## config.mk

```make
export PLATFORM = sky130hd
export DESIGN_NAME = inst_queue
export DESIGN_NICKNAME = d
export VERILOG_FILES = /design/src/rtl/inst_queue.sv
export SDC_FILE = /design/constraint.sdc
export NUM_CORES = 1
export LEC_CHECK = 0
export ABC_AREA = 1
export CORE_ASPECT_RATIO = 1.5
export CORE_MARGIN = 5
export CORE_UTILIZATION = 45
export DETAILED_ROUTE_END_ITERATION = 8
export PLACE_DENSITY = 0.69
export SYNTH_ARGS = -nofsm -noshare
export SYNTH_HDL_FRONTEND = slang
export SYNTH_SLANG_ARGS = --single-unit
```

## constraint.sdc

```tcl
create_clock -name clk_i -period 4.2 [get_ports clk_i]
set_input_delay 0.63 -clock clk_i [delete_from_list [all_inputs] [get_ports clk_i]]
set_output_delay 0.63 -clock clk_i [all_outputs]
set_load 0.02 [all_outputs]
```

## src/rtl/inst_queue.sv

```systemverilog
// Instruction queue between fetch and control: circular buffer of {inst, pc}
// with show-ahead head, occupancy counter, sticky overflow and one-cycle flush.
module inst_queue #(
    parameter int DEPTH    = 4,
    parameter int INST_LEN = 32,
    parameter int AD_LEN   = 32
) (
    input  logic                       clk_i,
    input  logic                       reset_i,
    input  logic                       flush_i,
    input  logic                       inst_valid_i,
    input  logic [INST_LEN-1:0]        inst_i,
    input  logic [AD_LEN-1:0]          pc_i,
    output logic                       full_o,
    output logic                       inst_valid_o,
    output logic [INST_LEN-1:0]        inst_o,
    output logic [AD_LEN-1:0]          pc_o,
    input  logic                       ready_i,
    output logic [$clog2(DEPTH):0]     count_o,
    output logic                       overflow_o
);

    localparam int PW = $clog2(DEPTH);
    localparam int CW = PW + 1;

    logic [INST_LEN-1:0] inst_mem_q [DEPTH];
    logic [AD_LEN-1:0]   pc_mem_q   [DEPTH];

    logic [PW-1:0] wr_ptr_q, wr_ptr_d;
    logic [PW-1:0] rd_ptr_q, rd_ptr_d;
    logic [CW-1:0] count_q,  count_d;
    logic          overflow_q, overflow_d;

    logic push_s;
    logic pop_s;
    logic mem_we_s;

    // Status depends only on registered occupancy, so full refuses a same-cycle push even when popping.
    assign full_o       = (count_q == CW'(DEPTH));
    assign inst_valid_o = (count_q != {CW{1'b0}});
    assign count_o      = count_q;
    assign overflow_o   = overflow_q;
    assign inst_o       = inst_mem_q[rd_ptr_q];
    assign pc_o         = pc_mem_q[rd_ptr_q];

    assign push_s   = inst_valid_i && !full_o;
    assign pop_s    = inst_valid_o && ready_i;
    assign mem_we_s = push_s && !flush_i && !reset_i;

    // Next-state for pointers, occupancy and sticky overflow; flush overrides push and pop.
    always_comb begin
        wr_ptr_d   = wr_ptr_q;
        rd_ptr_d   = rd_ptr_q;
        count_d    = count_q;
        overflow_d = overflow_q;
        if (flush_i) begin
            wr_ptr_d   = {PW{1'b0}};
            rd_ptr_d   = {PW{1'b0}};
            count_d    = {CW{1'b0}};
            overflow_d = 1'b0;
        end else begin
            if (push_s) begin
                wr_ptr_d = wr_ptr_q + PW'(1);
            end else begin
                wr_ptr_d = wr_ptr_q;
            end
            if (pop_s) begin
                rd_ptr_d = rd_ptr_q + PW'(1);
            end else begin
                rd_ptr_d = rd_ptr_q;
            end
            case ({push_s, pop_s})
                2'b10:   count_d = count_q + CW'(1);
                2'b01:   count_d = count_q - CW'(1);
                default: count_d = count_q;
            endcase
            if (inst_valid_i && full_o) begin
                overflow_d = 1'b1;
            end else begin
                overflow_d = overflow_q;
            end
        end
    end

    // Control state registers with synchronous reset.
    always_ff @(posedge clk_i) begin
        if (reset_i) begin
            wr_ptr_q   <= {PW{1'b0}};
            rd_ptr_q   <= {PW{1'b0}};
            count_q    <= {CW{1'b0}};
            overflow_q <= 1'b0;
        end else begin
            wr_ptr_q   <= wr_ptr_d;
            rd_ptr_q   <= rd_ptr_d;
            count_q    <= count_d;
            overflow_q <= overflow_d;
        end
    end

    // Entry storage; contents are left as-is on reset and flush.
    always_ff @(posedge clk_i) begin
        if (mem_we_s) begin
            inst_mem_q[wr_ptr_q] <= inst_i;
            pc_mem_q[wr_ptr_q]   <= pc_i;
        end
    end

endmodule

```

==> impl_metrics.tcl, run 1 <==
set metrics [dict create \
    synthDominantCellAreaShare 0.7663 \
    coreArea_sq_mm 0.02213 \
    critPathArrivalTime_ns 2.88 \
    synth_nets 772 \
    syn-mean-instance-area_sq_um 14.39 \
    overflow 0 \
    cts_tree "done" \
    synth_area_leader_cell "edfxtp_1" \
    crit_path_end_kind "output pin" \
    synthAdderAreaFrac 0.008231 \
    die_y_microns 192.9 \
    holdBufCountCts 0 \
    drive_above_1_share 0.06360 \
    rows 67 \
    wire_per_inst_microns 18.50 \
    grt_pass1_vias 6050 \
    ys_ff_latch 266 \
    synth_top_family_by_area "compound AO/OA/AOI/OAI gates" \
    synthTopCellsByCount "edfxtp_1 (256), nor2_1 (143), o21ai_0 (74)" \
    synth.distinct_cells 21 \
    synth_compound_area_frac 0.1080 \
    h-tree-depth 1 \
    initialDrtViolationCount 424 \
    maxCapViolations 0 \
    cts_sinks 266 \
    layout_setup_ws_ns 0.6895 \
    fin_worst_skew_ns 0.01478 \
    p_per_area_mw_per_mm2 425.9 \
    worstSetupStartpointType "flip-flop" \
    post-place-ws_ns 1.211 \
    post-route-period-util 0.8358 \
    drtAntennaViolNets 0 \
    clockBufferDepth 3 \
    port_buffers 138 \
    synthArstFlopShare 0 \
    grt.total_usage 0.1590 \
    synth_edf_count 256 \
    nFillCells 1797 \
    yosysWarnings 0 \
    synth.most_common_cell "edfxtp_1" \
    cts_setup_buffers 0 \
    leakagePower_nw 4.107 \
    synth_simple_gate_area_frac 0.06186 \
    min_path_type "reg2reg" \
    area_growth_pct 23.55 \
    initial_utilization 0.4533 \
    fin_tns_setup_ns 0 \
    vias 5978 \
    ys_seq_area_frac 0.7862 \
    synthTopCellsByArea "edfxtp_1 (77%), nor2_1 (5.4%), o22ai_1 (4.0%)" \
    cts-resized-gates 0 \
    min_period_ns 3.510 \
    status "complete, no violations" \
    synthMuxAreaShare 0 \
    drt-pass1-iter-count 5 \
    cp_max_fo 85 \
    critical_path_class "reg2out" \
    vias_per_cell 5.309 \
    worstPathRequired_ns 3.57 \
    max_freq_mhz 284.9 \
    dp_hpwl_microns 11590 \
    rsz0062_at_grt "no" \
    slew_viol_final 0 \
    synth-xor-area-share 0 \
    tightest_slew_ns 0.8763 \
    setup_viol 0 \
    die_w_microns 131.9 \
    nets 906 \
    place_congestion 0.7040 \
    grt_max_degree 129 \
    clkSlewWorstSetupHoldPaths_ns 0.06 \
    grt_pass1_wl_microns 32400 \
    netlist_area_sq_mm 0.01003 \
    worstSkewPairLatency_ns 0.51 \
    syn_inst 697 \
    ir_drop_mv 0.3416 \
    cts_root_buffer "clkbuf_16" \
    io_pins 139 \
    drc_errors 0 \
    finalPower_mw 5.279 \
    finalHoldViolations 0 \
    grt_antenna_before_repair 1 \
    dieArea_sq_mm 0.02544 \
    cts_made_buffers 24 \
    routed_wl_microns 20840 \
    relSlewSlack 0.4158 \
    ys.flop_type "edfxtp_1" \
    regToRegSetupSlack_ns 2.03 \
]
[layout by cell type, fill, tap and decap left out, types with 6 or more instances in the layout]
| cell type | synthesis | final |
|---|---|---|
| o21ai_1 | 56 | 56 |
| clkdlybuf4s50_1 | 0 | 138 |
| nor2_1 | 143 | 139 |
| o21ai_0 | 74 | 74 |
| dfxtp_1 | 10 | 8 |
| clkbuf_1 | 18 | 7 |
| o22ai_1 | 64 | 64 |
| nand2_1 | 15 | 15 |
| edfxtp_1 | 256 | 256 |
| inv_1 | 19 | 19 |
| buf_4 | 6 | 6 |
| clkinv_2 | 0 | 7 |
| clkbuf_16 | 0 | 24 |
[cell families (layout without fill, tap and decap cells)]
family / after synthesis / in the layout
flops: 266 / 266
buf+inv: 62 / 214
other cells: 0 / 1
compound gates: 200 / 200
simple gates: 163 / 163
fa+ha+maj: 6 / 6
[flip-flops by register name (all words and copies together), names as in the netlist, named ones only]
name / flops
wr_ptr_q: 2
pc_mem_q: 128
inst_mem_q: 128
overflow_o: 1
count_o: 3
rd_ptr_q: 2
[power breakdown]
part | internal (mW) | leakage, nW | switching [mW]
clock | 1.10 | 0.363 | 0.905
combinational | 0.148 | 1.35 | 0.171
sequential | 2.94 | 2.39 | 0.0165
[worst paths after layout]
check | start | endpoint | depth (start not counted)
min | overflow_o | overflow_o | 1
min reg2reg | overflow_o | overflow_o | 1
max reg2reg | count_o[1] | inst_mem_q[3][5] | 7
max | flip-flop | inst_o[21] | 4
[area by class of cell]
class / instances / area [sq um] / area share
repair buffers: 149 / 1526 / 0.1232
flip-flops and latches: 266 / 7893 / 0.6368
clock inverters: 11 / 75.07 / 0.006057
well taps: 276 / 345.3 / 0.02786
multi-input cells: 369 / 1817 / 0.1466
inverters: 21 / 81.33 / 0.006562
diodes: 1 / 2.502 / 0.0002019
clock buffers: 33 / 654.4 / 0.05280
[per-stage QoR]
| step | cells | utilization | hold WS, ns | cell area, sq um |
|---|---|---|---|---|
| finish | 1126 | 0.5600 | 0.4761 | 12390 |
| detailed placement | 1081 | 0.5270 | 0.4666 | 11660 |
| CTS | 1125 | 0.5599 | 0.4857 | 12390 |
| floorplan | 697 | - | 0.4597 | 10030 |
| global placement | 1081 | 0.5270 | 0.4519 | 11660 |
| global route | 1125 | 0.5599 | 0.5144 | 12390 |
[per-layer routing]
| layer | wire length [microns] | share of wire | global-route usage | vias to the layer above |
|---|---|---|---|---|
| li1 | - | - | - | 2866 |
| met1 | 8173 | 0.39 | 0.1852 | 2945 |
| met2 | 11260 | 0.54 | 0.2995 | 139 |
| met3 | 1036 | 0.050 | 0.02921 | 26 |
| met4 | 351 | 0.017 | 0.04276 | 2 |
| met5 | 13 | 0.00062 | 0 | - |
[critical path: stages, from the launching register on]
cell and delay [ns]:
dfxtp_4 0.92, buf_4 0.41, o21ai_0 0.13, o22ai_1 0.22
clkdlybuf4s50_1 0.64
Power figures use the tool's default switching activity.
==> run 2: changes to the inputs <==
--- a/config.mk
+++ b/config.mk
@@ -10,7 +10,7 @@
 export CORE_MARGIN = 5
 export CORE_UTILIZATION = 45
 export DETAILED_ROUTE_END_ITERATION = 8
-export PLACE_DENSITY = 0.69
+export PLACE_DENSITY = 0.67
 export SYNTH_ARGS = -nofsm -noshare
 export SYNTH_HDL_FRONTEND = slang
 export SYNTH_SLANG_ARGS = --single-unit
==> constraint.sdc (replaced) <==
create_clock -name clk_i -period 3.5 [get_ports clk_i]
set_input_delay 0.525 -clock clk_i [delete_from_list [all_inputs] [get_ports clk_i]]
set_output_delay 0.525 -clock clk_i [all_outputs]
set_load 0.02 [all_outputs]
==> impl_metrics.tcl, run 2 (synthesized netlist as in run 1, its figures left out) <==
set metrics [dict create \
    worstSkewPairLatency_ns 0.51 \
    wl_met3_microns 1005 \
    top_layer_used "met4" \
    coreArea_sq_mm 0.02213 \
    critPathArrivalTime_ns 2.75 \
    nets 917 \
    setup_viol 0 \
    cts_root_buffer "clkbuf_16" \
    maxCapViolations 0 \
    dp.cells 1091 \
    drtAntennaViolNets 0 \
    clkSlewWorstSetupHoldPaths_ns 0.06 \
    place_congestion 0.7065 \
    finalNonFillerCells 1139 \
    vias 6053 \
    rows 67 \
    drive_above_1_share 0.07442 \
    p_per_area_mw_per_mm2 528.4 \
    cts_tree "done" \
    clockBufferDepth 3 \
    relSlewSlack 0.6211 \
    area_growth_pct 25.01 \
    cts_setup_buffers 0 \
    worstSetupStartpointType "flip-flop" \
    min_path_type "reg2reg" \
    grt_antenna_before_repair 2 \
    leakagePower_nw 4.188 \
    post-route-period-util 0.9371 \
    wl_met2_microns 11450 \
    grt_pass1_vias 6200 \
    nFillCells 1809 \
    finalHoldViolations 0 \
    drc_errors 0 \
    status "complete, no violations" \
    cp_max_fo 56 \
    fin_tns_setup_ns 0 \
    tightest_slew_ns 0.5683 \
    initialDrtViolationCount 450 \
    ir_drop_mv 0.4038 \
    h-tree-depth 1 \
    fin_worst_skew_ns 0.01042 \
    initial_utilization 0.4533 \
    grt_max_degree 57 \
    critical_path_class "reg2out" \
    holdBufCountCts 0 \
    wire_per_inst_microns 18.95 \
    die_y_microns 192.9 \
    routed_wl_microns 21590 \
    io_pins 139 \
    port_buffers 138 \
    final_common_cell "edfxtp_1" \
    rsz0062_at_grt "no" \
    cts-resized-gates 0 \
    min_period_ns 3.280 \
    slew_viol_final 0 \
    max_freq_mhz 304.9 \
    grt.total_usage 0.1630 \
    layout_common_cells "edfxtp_1 (256), nor2_1 (139), clkdlybuf4s50_1 (138)" \
    cts_made_buffers 25 \
    crit_path_end_kind "output pin" \
    overflow 0 \
    cts_sinks 266 \
    worstPathRequired_ns 2.97 \
    die_w_microns 131.9 \
    met1_length_microns 8588 \
    dp_hpwl_microns 13110 \
    vias_per_cell 5.314 \
    drt-pass1-iter-count 5 \
    grt_pass1_wl_microns 33200 \
    dieArea_sq_mm 0.02544 \
]
-- run 2: worst paths after layout --
| kind | startpoint | end | slack (ns) | cells past startpoint |
|---|---|---|---|---|
| worst max-delay path | flip-flop | pc_o[21] | 0.22 | 4 |
| worst min-delay path | overflow_o | overflow_o | 0.47 | 1 |
| worst min register to register | overflow_o | overflow_o | 0.47 | 1 |
| worst max register to register | count_o[1] | inst_mem_q[0][24] | 1.40 | 7 |
-- run 2: stage by stage --
| stage | total power [mW] | hold slack [ns] | instance area (sq um) | setup WS [ns] | utilization |
|---|---|---|---|---|---|
| detailed placement | 4.008 | 0.4565 | 11710 | 0.7512 | 0.5292 |
| floorplan | 3.781 | 0.4597 | 10030 | -0.7446 | - |
| global placement | 4.002 | 0.4588 | 11710 | 0.7662 | 0.5292 |
| CTS | 6.690 | 0.4746 | 12530 | 0.2021 | 0.5663 |
| global route | 6.845 | 0.4935 | 12540 | 0.06457 | 0.5665 |
| finish | 6.627 | 0.4722 | 12540 | 0.2201 | 0.5667 |
-- run 2: cell type report --
| class | instances | area (sq um) | share of cell area |
|---|---|---|---|
| flip-flops and latches | 266 | 7893 | 0.6294 |
| multi-input cells | 369 | 1817 | 0.1449 |
| repair buffers | 159 | 1577 | 0.1257 |
| clock buffers | 27 | 633.1 | 0.05048 |
| well taps | 276 | 345.3 | 0.02754 |
| clock inverters | 18 | 187.7 | 0.01497 |
| inverters | 21 | 81.33 | 0.006485 |
| diodes | 3 | 7.507 | 0.0005986 |
-- run 2: power by group --
group	internal [mW]	switching, mW	leakage (nW)
Clock	1.60	1.09	0.404
Combinational	0.179	0.214	1.39
Sequential	3.53	0.0141	2.39
-- run 2: routing by layer --
metal  track usage  vias up
met3       0.02582       36
li1              -     2891
met4       0.05780        0
met1        0.1953     2971
met2        0.2974      155
met5             0        -
-- run 2: worst max-delay path, stage by stage (launching register included) --
cell	delay [ns]
dfxtp_4	0.54
buf_4	0.53
o21ai_0	0.19
o22ai_1	0.26
clkdlybuf4s50_1	0.66
==> run 3: changes to the inputs <==
--- a/config.mk
+++ b/config.mk
@@ -9,6 +9,7 @@
 export CORE_ASPECT_RATIO = 1.5
 export CORE_MARGIN = 5
 export CORE_UTILIZATION = 45
+export CTS_CLUSTER_SIZE = 30
 export DETAILED_ROUTE_END_ITERATION = 8
 export PLACE_DENSITY = 0.67
 export SYNTH_ARGS = -nofsm -noshare
==> results of run 3 <==
Final layout, timing and power as in run 2 (identical DEF).
